===== config.mk =====
export PLATFORM = sky130hd
export DESIGN_NAME = mem_arbiter_rr
export DESIGN_NICKNAME = d
export VERILOG_FILES = /design/src/rtl/mem_arbiter_rr.sv
export SDC_FILE = /design/constraint.sdc
export NUM_CORES = 1
export LEC_CHECK = 0
export ABC_AREA = 0
export CAP_MARGIN = 20
export CORE_MARGIN = 2
export CORE_UTILIZATION = 56
export DETAILED_ROUTE_END_ITERATION = 12
export PLACE_DENSITY_LB_ADDON = 0.15
export SYNTH_ARGS = -nofsm -noshare
export SYNTH_HDL_FRONTEND = slang
export SYNTH_SLANG_ARGS = --single-unit

===== constraint.sdc =====
create_clock -name clk -period 18.6 [get_ports clk]
set_input_delay 2.79 -clock clk [delete_from_list [all_inputs] [get_ports clk]]
set_output_delay 2.79 -clock clk [all_outputs]
set_load 0.01 [all_outputs]

===== src/rtl/mem_arbiter_rr.sv =====
// Round-robin SRAM arbiter: NUM_CH write-source channels and NUM_CH read-sink
// channels share one single-port synchronous SRAM. Each channel owns a ring
// region of 2^DEPTH_LOG2 words. Channels are serviced in bursts of at most
// MAX_BURST accesses.
module mem_arbiter_rr #(
  parameter int NUM_CH     = 4,
  parameter int DATA_W     = 16,
  parameter int DEPTH_LOG2 = 10,
  parameter int ADDR_W     = 23,
  parameter int MAX_BURST  = 16
) (
  input  logic                           clk,
  input  logic                           reset,
  input  logic [NUM_CH-1:0]              ch_enable,
  input  logic [NUM_CH-1:0]              ch_clear,
  input  logic [NUM_CH*DATA_W-1:0]       wsrc_data,
  input  logic [NUM_CH-1:0]              wsrc_valid,
  output logic [NUM_CH-1:0]              wsrc_rd,
  output logic [DATA_W-1:0]              rdst_data,
  output logic [NUM_CH-1:0]              rdst_wr,
  input  logic [NUM_CH-1:0]              rdst_afull,
  output logic [ADDR_W-1:0]              mem_addr,
  output logic [DATA_W-1:0]              mem_wdata,
  input  logic [DATA_W-1:0]              mem_rdata,
  output logic                           mem_en,
  output logic                           mem_we,
  output logic [NUM_CH*(DEPTH_LOG2+1)-1:0] fill,
  output logic [NUM_CH-1:0]              full,
  output logic [NUM_CH*32-1:0]           wr_total
);

  localparam int CH_W   = (NUM_CH > 1) ? $clog2(NUM_CH) : 1;
  localparam int FILL_W = DEPTH_LOG2 + 1;
  localparam int BCNT_W = $clog2(MAX_BURST + 1);
  localparam logic [FILL_W-1:0] DEPTH     = {1'b1, {DEPTH_LOG2{1'b0}}};
  localparam logic [BCNT_W-1:0] BURST_MAX = BCNT_W'(MAX_BURST);
  localparam logic [CH_W-1:0]   LAST_CH   = CH_W'(NUM_CH - 1);

  typedef enum logic {ST_SCAN, ST_BURST} state_t;

  state_t              state;
  logic                slot_rd;   // 0 = write slots W*, 1 = read slots R*
  logic [CH_W-1:0]     slot_ch;
  logic [BCNT_W-1:0]   bcnt;

  logic [DEPTH_LOG2-1:0] wp       [NUM_CH];
  logic [DEPTH_LOG2-1:0] rp       [NUM_CH];
  logic [FILL_W-1:0]     fill_q   [NUM_CH];
  logic [31:0]           total_q  [NUM_CH];
  logic [NUM_CH-1:0]     rdst_wr_q;

  logic [DATA_W-1:0]     src_word [NUM_CH];
  logic [FILL_W-1:0]     cur_fill;
  logic                  wr_elig;
  logic                  rd_elig;
  logic                  slot_elig;
  logic                  burst_go;
  logic                  acc_wr;
  logic                  acc_rd;
  logic [ADDR_W-1:0]     base;

  // Current-slot eligibility and the per-cycle access decision
  always_comb begin
    for (int unsigned c = 0; c < NUM_CH; c++) begin
      src_word[c] = wsrc_data[c*DATA_W +: DATA_W];
    end
    cur_fill  = fill_q[slot_ch];
    wr_elig   = ch_enable[slot_ch] && wsrc_valid[slot_ch] && (cur_fill != DEPTH);
    rd_elig   = ch_enable[slot_ch] && (cur_fill != '0) && !rdst_afull[slot_ch];
    slot_elig = slot_rd ? rd_elig : wr_elig;
    // A clear on the serviced channel kills the access in the same cycle
    burst_go  = (state == ST_BURST) && slot_elig && !ch_clear[slot_ch] &&
                (bcnt < BURST_MAX) && !reset;
    acc_wr    = burst_go && !slot_rd;
    acc_rd    = burst_go && slot_rd;
    base      = ADDR_W'(slot_ch) << DEPTH_LOG2;
  end

  // SRAM and FIFO strobes, driven combinationally from the access decision
  always_comb begin
    mem_en    = burst_go;
    mem_we    = acc_wr;
    mem_addr  = '0;
    mem_wdata = '0;
    wsrc_rd   = '0;
    if (acc_wr) begin
      mem_addr         = base | ADDR_W'(wp[slot_ch]);
      mem_wdata        = src_word[slot_ch];
      wsrc_rd[slot_ch] = 1'b1;
    end else if (acc_rd) begin
      mem_addr = base | ADDR_W'(rp[slot_ch]);
    end
    rdst_wr   = reset ? '0 : rdst_wr_q;
    rdst_data = (!reset && (rdst_wr_q != '0)) ? mem_rdata : '0;
  end

  // Flatten per-channel status onto the packed output buses
  always_comb begin
    fill     = '0;
    full     = '0;
    wr_total = '0;
    for (int unsigned c = 0; c < NUM_CH; c++) begin
      fill[c*FILL_W +: FILL_W] = fill_q[c];
      full[c]                  = (fill_q[c] == DEPTH);
      wr_total[c*32 +: 32]     = total_q[c];
    end
  end

  // Slot scheduler: SCAN tests one slot per cycle, BURST issues accesses
  always_ff @(posedge clk) begin
    if (reset) begin
      state   <= ST_SCAN;
      slot_rd <= 1'b0;
      slot_ch <= '0;
      bcnt    <= '0;
    end else begin
      case (state)
        ST_SCAN: begin
          if (slot_elig) begin
            state <= ST_BURST;
            bcnt  <= '0;
          end else if (slot_ch == LAST_CH) begin
            slot_ch <= '0;
            slot_rd <= ~slot_rd;
          end else begin
            slot_ch <= slot_ch + 1'b1;
          end
        end
        ST_BURST: begin
          if (burst_go) begin
            bcnt <= bcnt + 1'b1;
          end else begin
            state <= ST_SCAN;
            if (slot_ch == LAST_CH) begin
              slot_ch <= '0;
              slot_rd <= ~slot_rd;
            end else begin
              slot_ch <= slot_ch + 1'b1;
            end
          end
        end
        default: state <= ST_SCAN;
      endcase
    end
  end

  // Per-channel pointers, occupancy, write totals and the read-return strobe
  always_ff @(posedge clk) begin
    if (reset) begin
      rdst_wr_q <= '0;
      for (int unsigned c = 0; c < NUM_CH; c++) begin
        wp[c]      <= '0;
        rp[c]      <= '0;
        fill_q[c]  <= '0;
        total_q[c] <= '0;
      end
    end else begin
      // Return strobe trails the issue by one cycle, independent of later clears
      for (int unsigned c = 0; c < NUM_CH; c++) begin
        rdst_wr_q[c] <= acc_rd && (slot_ch == CH_W'(c));
      end
      for (int unsigned c = 0; c < NUM_CH; c++) begin
        if (ch_clear[c]) begin
          wp[c]      <= '0;
          rp[c]      <= '0;
          fill_q[c]  <= '0;
          total_q[c] <= '0;
        end else if (acc_wr && (slot_ch == CH_W'(c))) begin
          wp[c]      <= wp[c] + 1'b1;
          fill_q[c]  <= fill_q[c] + 1'b1;
          total_q[c] <= total_q[c] + 32'd1;
        end else if (acc_rd && (slot_ch == CH_W'(c))) begin
          rp[c]     <= rp[c] + 1'b1;
          fill_q[c] <= fill_q[c] - 1'b1;
        end
      end
    end
  end

endmodule


==> results of run 1 <==
==> power by group through the flow <==
stage / Clock (mW) / Combinational (mW) / Sequential (mW)
after floorplan: 0 / 0.188 / 0.754
after global placement: 0 / 0.319 / 0.754
after detailed placement: 0 / 0.320 / 0.755
after CTS: 0.614 / 0.323 / 0.744
after global routing: 0.637 / 0.345 / 0.751
final: 0.609 / 0.322 / 0.745
==> through the flow <==
step,worst slack [ns],instances
2_1_floorplan,10.73,1509
3_3_place_gp,9.408,2155
3_5_place_dp,9.290,2156
4_1_cts,9.205,2208
5_1_grt,8.915,2209
6_report,9.199,2209
==> placed cells by master, fill, tap and decap left out, types with 14 or more instances in the layout <==
| cell | netlist | layout |
|---|---|---|
| buf_4 | 12 | 19 |
| dfxtp_1 | 15 | 15 |
| and4_1 | 14 | 14 |
| a221oi_1 | 26 | 26 |
| clkbuf_16 | 0 | 29 |
| inv_1 | 31 | 31 |
| o22a_1 | 17 | 17 |
| and3_1 | 57 | 57 |
| edfxtp_1 | 252 | 252 |
| nand2_1 | 84 | 84 |
| a21oi_1 | 38 | 38 |
| clkdlybuf4s50_1 | 0 | 327 |
| nor2_1 | 276 | 276 |
| o21ai_0 | 20 | 17 |
| xnor2_1 | 75 | 75 |
| mux4_2 | 40 | 40 |
| ha_1 | 29 | 29 |
| xor2_1 | 115 | 115 |
| nand4_1 | 26 | 26 |
| nor3_1 | 23 | 23 |
| nor4_1 | 23 | 22 |
| or3_1 | 17 | 17 |
| nand3_1 | 92 | 92 |
| nor2b_1 | 25 | 25 |
| and2_1 | 32 | 32 |
==> worst paths after layout <==
check | startpoint | end | depth (start not counted) | slack [ns]
setup / recovery | ch_clear[1] | wsrc_rd[1] | 9 | 9.20
hold / removal | bcnt[1]$_SDFFE_PP0P_ | bcnt[1]$_SDFFE_PP0P_ | 2 | 0.50
setup reg to reg | slot_ch[0]$_SDFFE_PP0P_ | total_q[0][53]$_SDFFCE_PN0P_ | 8 | 14.08
hold reg to reg | bcnt[1]$_SDFFE_PP0P_ | bcnt[1]$_SDFFE_PP0P_ | 2 | 0.50
==> metal layers <==
| layer | global-route usage, % | up-vias |
|---|---|---|
| met5 | 0 | - |
| met4 | 8.016 | 0 |
| met3 | 4.134 | 54 |
| met2 | 48.92 | 499 |
| met1 | 34.20 | 6355 |
| li1 | - | 6096 |
==> cell type report <==
cell class,count,area (um2),area share [%]
sequential,267,7868,38.24
multi-input combinational,1135,7696,37.41
timing repair buffer,346,3416,16.60
clock buffer,31,733.2,3.564
tap,378,473.0,2.299
clock inverter,21,270.3,1.314
inverter,31,116.4,0.5656
==> logic make-up (layout without fill, tap and decap cells) <==
logic type	after synthesis	in the layout	synth area share (%)
other	1	11	0.02347
xor gates and xnor gates	190	190	10.42
buffers and inverters	107	429	3.070
AOI/OAI and AO/OA	142	142	6.493
muxes	52	52	6.399
adders and majority gates	29	29	2.271
and+or+nand+nor	711	711	22.08
DFF	267	267	49.25
==> worst max-delay path: stages <==
cell,delay [ns]
clkdlybuf4s50_1,0.56
mux4_2,0.53
nor4b_2,0.31
nand3_1,0.57
or3_1,0.74
buf_4,0.29
inv_1,0.12
and2_1,0.13
clkdlybuf4s50_1,0.55
==> flip-flops by register name (all words and copies together) (netlist names), named ones only <==
| register | flops |
|---|---|
| bcnt | 5 |
| fill_q | 44 |
| rdst_wr_q | 4 |
| rp | 40 |
| slot_ch | 2 |
| slot_rd | 1 |
| state | 1 |
| total_q | 128 |
| wp | 40 |
==> flow_summary.ini, run 1 <==
[status]
status = finished clean

[timing]
rsz0062_at_grt = no
hold_viol = 0
max_freq_ghz = 0.1064
fin_worst_skew_ns = 0.01934
fin_crit_ns = 9.401
max_slew_margin_pct = 31.07
holdWs_ns = 0.5014
fin_crit_sh_pct = 50.54
slew_violations = 0
setup_viol = 0
final.setup.tns_ns = 0
tightest_slew_ns = 1.030

[power]
switching_power_mw = 0.4477
p_per_area_mw_per_mm2 = 81.44
swShare_pct = 26.72
seqPwrFrac_pct = 44.4
p_int_mw = 1.228
comb_power_share_pct = 19.2
peakVddDrop_mv = 0.06573
finalPower_mw = 1.675
p_leak_nw = 7.058
clkPwrFrac_pct = 36.3

[clocking]
postCtsHoldBufs = 0
ctsHtreeMaxLevel = 1
ctsResizeCount = 0
cts_buffers = 28
cts_sinks = 267
clk_path_buf_depth = 3
cts_setup_buffers = 0
clk_latency_ns = 0.54
clkTransAtPathRegs_ns = 0.06
cts_tree = yes
cts_root_buffer = clkbuf_16

[floorplan]
die_y_um = 172.9
initial_utilization_pct = 57.19
coreArea_mm2 = 0.02793
fp.dieW_um = 172.9
die_area_mm2 = 0.02989
row_count = 61
io_pins = 339

[route]
routed_via_density = 5.887
detail_route.wl_per_cell_um = 18.88
vias = 13000
wl_met2_um = 21470
drc = 0
routed_wl_um = 41710
drtAntennaViolNets = 0
m1WireLength_um = 16740
wl_met3_um = 2542
drt_pass1_iterations = 5
top_layer_used = met4
drt_iter0_drc = 962

[worst_setup_path]
crit_required_ns = 15.81
cp_max_fo = 18
cp.arrival_ns = 6.61
cp-end-kind = output port
cp-start-kind = input pin
critical_path_class = in -> out

[synth]
synth_seq_area_share_pct = 49.25
synthTopCellsByArea = edfxtp_1 (47%), nor2_1 (6.5%), xor2_1 (6.3%), mux4_2 (5.6%), xnor2_1 (4.1%)
synth.distinct_cells = 63
synth_edf_count = 252
ys.flop_type = edfxtp_1
yosys_register_bits = 267
syn_area_mm2 = 0.01598
ys_async_sr_fraction_pct = 0
synth_commonest_cells = nor2_1 (276), edfxtp_1 (252), xor2_1 (115)
synth_area_per_cell_um2 = 10.66
yosysMostFrequentCell = nor2_1
yosysTopAreaCellShare_pct = 47.37
synth.largest_area_cell = edfxtp_1
syn_inst = 1499
yosys_warnings = 0

[flow_run]
max_cap_viol_count = 0

[final_layout]
fill_cells = 2013
final_area_mm2 = 0.02057
diodes = 0
final_util_pct = 73.65
nets = 1936
area_growth_pct = 28.77
drive_above_1_share_pct = 7.482

[placed_design]
post-dp-hpwl_um = 29810
placed_area_mm2 = 0.01956
gp_congestion = 0.8410
io_buffers = 327

[hold_path]
hold_path_class = reg -> reg

[global_route]
grt_pass1_vias = 12950
grt_start_max_net_pins = 52
grt_overflow = 0
grt_pass1_wl_um = 67230
antenna_found_initial = 0
grt_usage_pct = 27.29
Note: power is estimated with default switching activity, not from simulation.
==> inputs of run 2 (changes only) <==
--- a/config.mk
+++ b/config.mk
@@ -8,7 +8,7 @@
 export ABC_AREA = 0
 export CAP_MARGIN = 20
 export CORE_MARGIN = 2
-export CORE_UTILIZATION = 56
+export CORE_UTILIZATION = 52
 export DETAILED_ROUTE_END_ITERATION = 12
 export PLACE_DENSITY_LB_ADDON = 0.15
 export SYNTH_ARGS = -nofsm -noshare
==> constraint.sdc (replaced) <==
create_clock -name clk -period 9 [get_ports clk]
set_input_delay 1.35 -clock clk [delete_from_list [all_inputs] [get_ports clk]]
set_output_delay 1.35 -clock clk [all_outputs]
set_load 0.01 [all_outputs]
==> run 2 against run 1 <==
Final cell count increased by 0.81%. Non-clock buffer count unchanged. Total power increased by 100%. Critical path depth unchanged. Sequential power increased by 110%. Register-to-register slack got worse by 9.5 ns. Critical path type unchanged. Largest power group unchanged. Highest routed layer unchanged.
==> flow_summary.ini, run 2 (synthesized netlist as in run 1, its figures left out) <==
[worst_setup_path]
cp-start-kind = input pin
cp-end-kind = output port
slowest_stage = or3_1
cpMostUsedCell = clkdlybuf4s50_1
ff2ff_setup_slack_ns = 4.54
cp.arrival_ns = 5.05
r2r_start = slot_ch[1]$_SDFFE_PP0P_
crit_start = ch_clear[1]
worst-path-buf-inv = 4
critPathMaxStageDelay_ns = 0.70
crit_required_ns = 7.65
cp_max_fo = 19
critical_path_class = in -> out
crit_family = simple AND/OR/NAND/NOR gates
path_cells = clkdlybuf4s50_1, mux4_2, nor4b_2, nand3_1, or3_1, buf_4, inv_1, and2_1, clkdlybuf4s50_1

[floorplan]
coreArea_mm2 = 0.03043
die_area_mm2 = 0.03214
initial_utilization_pct = 52.50
row_count = 64
die_y_um = 179.3
io_pins = 339
fp.dieW_um = 179.3

[route]
detail_route.wl_per_cell_um = 18.63
vias = 12940
drt_pass1_iterations = 5
routed_via_density = 5.811
drt_iter0_drc = 810
drc = 0
drtAntennaViolNets = 0
routed_wl_um = 41490

[power]
switching_power_mw = 0.9057
swShare_pct = 26.89
comb_power_share_pct = 19.5
peakVddDrop_mv = 0.1488
p_per_area_mw_per_mm2 = 164.1
clkPwrFrac_pct = 34.7
seqPwrFrac_pct = 45.8
p_int_mw = 2.463
p_leak_nw = 7.018

[clocking]
cts_buffers = 29
clkTransAtPathRegs_ns = 0.06
ctsHtreeMaxLevel = 1
postCtsHoldBufs = 0
cts_root_buffer = clkbuf_16
cts_sinks = 267
cts_setup_buffers = 0
clk_path_buf_depth = 3
cts_tree = yes
ctsResizeCount = 0
clk_latency_ns = 0.54

[final_layout]
layout.cells.non_filler = 2227
area_growth_pct = 28.47
final_common_cell = clkdlybuf4s50_1
layout_common_cells = clkdlybuf4s50_1 (327), nor2_1 (276), edfxtp_1 (252)
diodes = 0
largest_reg_flops = 128
reg_top3 = total_q (128), fill_q (44)
nets = 1937
regMostFlops = total_q
drive_above_1_share_pct = 7.155

[global_route]
grt_overflow = 0
grt_usage_pct = 25.31
grt_pass1_wl_um = 65050
grt_pass1_vias = 12440
grt_start_max_net_pins = 52
antenna_found_initial = 0

[timing]
final.setup.tns_ns = 0
fin_worst_skew_ns = 0.01865
slew_violations = 0
rsz0062_at_grt = no
fin_crit_sh_pct = 71.15
fin_crit_ns = 6.403
holdWs_ns = 0.4992
setup_viol = 0
tightest_slew_ns = 1.041
max_freq_ghz = 0.1562
max_slew_margin_pct = 30.35
setup_slack_ns = 2.597
hold_viol = 0

[placed_design]
gp_congestion = 0.8377
dp_worst_setup_slack_ns = 2.605
post-dp-hpwl_um = 29860
dp.cells = 2175
io_buffers = 327

[hold_path]
worstHoldStart = bcnt[1]$_SDFFE_PP0P_
hold_path_class = reg -> reg

[flow_run]
max_cap_viol_count = 0

[status]
status = finished clean
[run 2: cell count changes in the layout (fill, tap and decap cells not counted)]
| cell | before | now |
|---|---|---|
| clkbuf_1 | 2 | 5 |
| clkinv_2 | 9 | 4 |
| clkbuf_8 | 0 | 5 |
| clkinv_4 | 3 | 1 |
| clkinv_1 | 1 | 4 |
| bufinv_16 | 6 | 2 |
[run 2: power by group through the flow]
stage / clock network [mW] / logic [mW] / registers [mW]
after floorplan: 0 / 0.388 / 1.56
after global placement: 0 / 0.652 / 1.56
after detailed placement: 0 / 0.658 / 1.57
after CTS: 1.19 / 0.660 / 1.54
after global routing: 1.23 / 0.706 / 1.56
final: 1.17 / 0.655 / 1.54
[run 2: layout make-up]
cell class	count	area, um2
clock buffer	39	813.3
multi-input combinational	1135	7696
timing repair buffer	346	3416
clock inverter	13	118.9
sequential	267	7868
fill	2385	9906
tap	396	495.5
inverter	31	116.4
[run 2: worst paths after layout]
kind                            end  cells past startpoint
max                      wsrc_rd[1]                      9
min reg2reg    bcnt[1]$_SDFFE_PP0P_                      2
max reg2reg  wp[1][7]$_SDFFCE_PN0P_                      8
min            bcnt[1]$_SDFFE_PP0P_                      2
[run 2: tightest hold or removal path, cell delays in order, from the launching register on]
cell	delay [ns]
dfxtp_1	0.32
nand2b_1	0.07
a21oi_1	0.06
[run 2: through the flow]
step	area (um2)	utilization, %	power, mW
finish	20520	67.45	3.369
global route	20520	67.45	3.493
CTS	20520	67.45	3.389
detailed placement	19590	64.38	2.225
global placement	19590	64.38	2.216
floorplan	16010	-	1.947
[run 2: per-layer routing]
metal  vias up  wire [um]  track usage (%)  share of wire, %
met4         0       1265            7.863               3.0
met2       467      20640            43.89                50
met5         -          0                0                 0
li1       6105          -                -                 -
met3        80       2618            3.796               6.3
met1      6290      16960            32.68                41
==> inputs of run 3 (changes only) <==
==> constraint.sdc (replaced) <==
create_clock -name clk -period 6.25 [get_ports clk]
set_input_delay 0.9375 -clock clk [delete_from_list [all_inputs] [get_ports clk]]
set_output_delay 0.9375 -clock clk [all_outputs]
set_load 0.01 [all_outputs]
==> run 3 against run 2 <==
Clock power grew 47%. Sequential power grew 46%. Total power grew 45%. Combinational power grew 41%. Final cell count is essentially flat. Sequential share of layout area shrank 0.063 points. Highest routed layer unchanged. Register-to-register slack lost 2.6 ns.
==> flow_summary.ini, run 3 (synthesized netlist as in run 1, its figures left out) <==
[status]
status = finished clean

[worst_setup_path]
critical_path_class = reg -> out
crit_required_ns = 5.31
cp-start-kind = flip-flop
slowest_stage = dfxtp_1
path_cells = mux4_2, or4b_4, or3_1, nor2_1, clkdlybuf4s50_1
critPathMaxStageDelay_ns = 0.95
worst-path-buf-inv = 1
cp-end-kind = output port
ff2ff_setup_slack_ns = 1.94
cp.arrival_ns = 4.38
crit_family = simple AND/OR/NAND/NOR gates
cp_max_fo = 16

[clocking]
cts_setup_buffers = 0
cts_tree = yes
postCtsHoldBufs = 0
clkTransAtPathRegs_ns = 0.06
ctsResizeCount = 0
cts_root_buffer = clkbuf_16
clk_path_buf_depth = 3
clk_latency_ns = 0.55
cts_buffers = 29
cts_sinks = 267
ctsHtreeMaxLevel = 1

[final_layout]
regArea_mm2 = 0.007868
final_common_cell = clkdlybuf4s50_1
layout.cells.non_filler = 2228
drive_above_1_share_pct = 7.151
diodes = 0
fill_cells = 2369
largest_reg_flops = 128
multi_input_area_mm2 = 0.007696
final_util_pct = 67.56
layout_common_cells = clkdlybuf4s50_1 (327), nor2_1 (276), edfxtp_1 (252)
final_area_mm2 = 0.02056
regMostFlops = total_q
nets = 1939
area_growth_pct = 28.68
reg_top3 = total_q (128), fill_q (44)

[global_route]
grt_pass1_vias = 12480
use_met1_pct = 33.01
grt.met3_usage_pct = 4.156
grt_pass1_wl_um = 65490
grt_overflow = 0
met2_usage_pct = 43.50
grt_start_max_net_pins = 52
antenna_found_initial = 0
busiest_layer = met2
grt_usage_pct = 25.73

[placed_design]
post-dp-hpwl_um = 30500
placed_area_mm2 = 0.01962
io_buffers = 327
dp.cells = 2177
gp_congestion = 0.8633
dp_worst_setup_slack_ns = 1.009

[route]
routed_wl_um = 42430
detail_route.wl_per_cell_um = 19.04
drt_pass1_iterations = 5
drt_iter0_drc = 877
drtAntennaViolNets = 0
vias = 12980
drc = 0
routed_via_density = 5.826

[timing]
max_slew_margin_pct = 26.25
setup_viol = 0
setup_slack_ns = 0.9316
hold_viol = 0
max_freq_ghz = 0.1880
fin_worst_skew_ns = 0.01313
fin_crit_sh_pct = 85.09
rsz0062_at_grt = no
holdWs_ns = 0.5040
slew_violations = 0
tightest_slew_ns = 1.102
final.setup.tns_ns = 0
fin_crit_ns = 5.318

[floorplan]
coreArea_mm2 = 0.03043
die_y_um = 179.3
fp.dieW_um = 179.3
initial_utilization_pct = 52.50
die_area_mm2 = 0.03214
io_pins = 339
row_count = 64

[power]
finalPower_mw = 4.895
p_leak_nw = 7.040
p_per_area_mw_per_mm2 = 238.1
peakVddDrop_mv = 0.2026

[hold_path]
hold_path_class = reg -> reg

[flow_run]
max_cap_viol_count = 0
[run 3: power breakdown]
group          leakage, nW  internal, mW  switching (mW)
logic                 3.66         0.490           0.433
registers             2.92          2.07           0.183
clock network        0.456          1.01           0.708
total                 7.04          3.57            1.32
[run 3: area by class of cell]
type	instances	area share [%]
Inverter	31	0.5660
Multi-Input combinational cell	1135	37.44
Tap cell	396	2.410
Timing Repair Buffer	348	16.77
Sequential cell	267	38.27
Clock inverter	17	0.9191
Clock buffer	34	3.621
[run 3: routing by layer]
metal  up-vias  part of all wire [%]
met1      6322                    40
li1       6092                     -
met3        92                   6.2
met4         0                   4.0
met5         -                     0
met2       475                    50
[run 3: path summary, 6_finish.rpt]
| kind | depth (start not counted) | from | end |
|---|---|---|---|
| max | 5 | slot_ch[0]$_SDFFE_PP0P_ | mem_addr[11] |
| min | 2 | bcnt[1]$_SDFFE_PP0P_ | bcnt[1]$_SDFFE_PP0P_ |
| min reg2reg | 2 | bcnt[1]$_SDFFE_PP0P_ | bcnt[1]$_SDFFE_PP0P_ |
| max reg2reg | 8 | slot_ch[0]$_SDFFE_PP0P_ | wp[1][0]$_SDFFCE_PN0P_ |
[run 3: worst min-delay path: stages, from the launching register on]
cell and delay (ns):
dfxtp_1 0.33, nand2b_1 0.07, a21oi_1 0.06
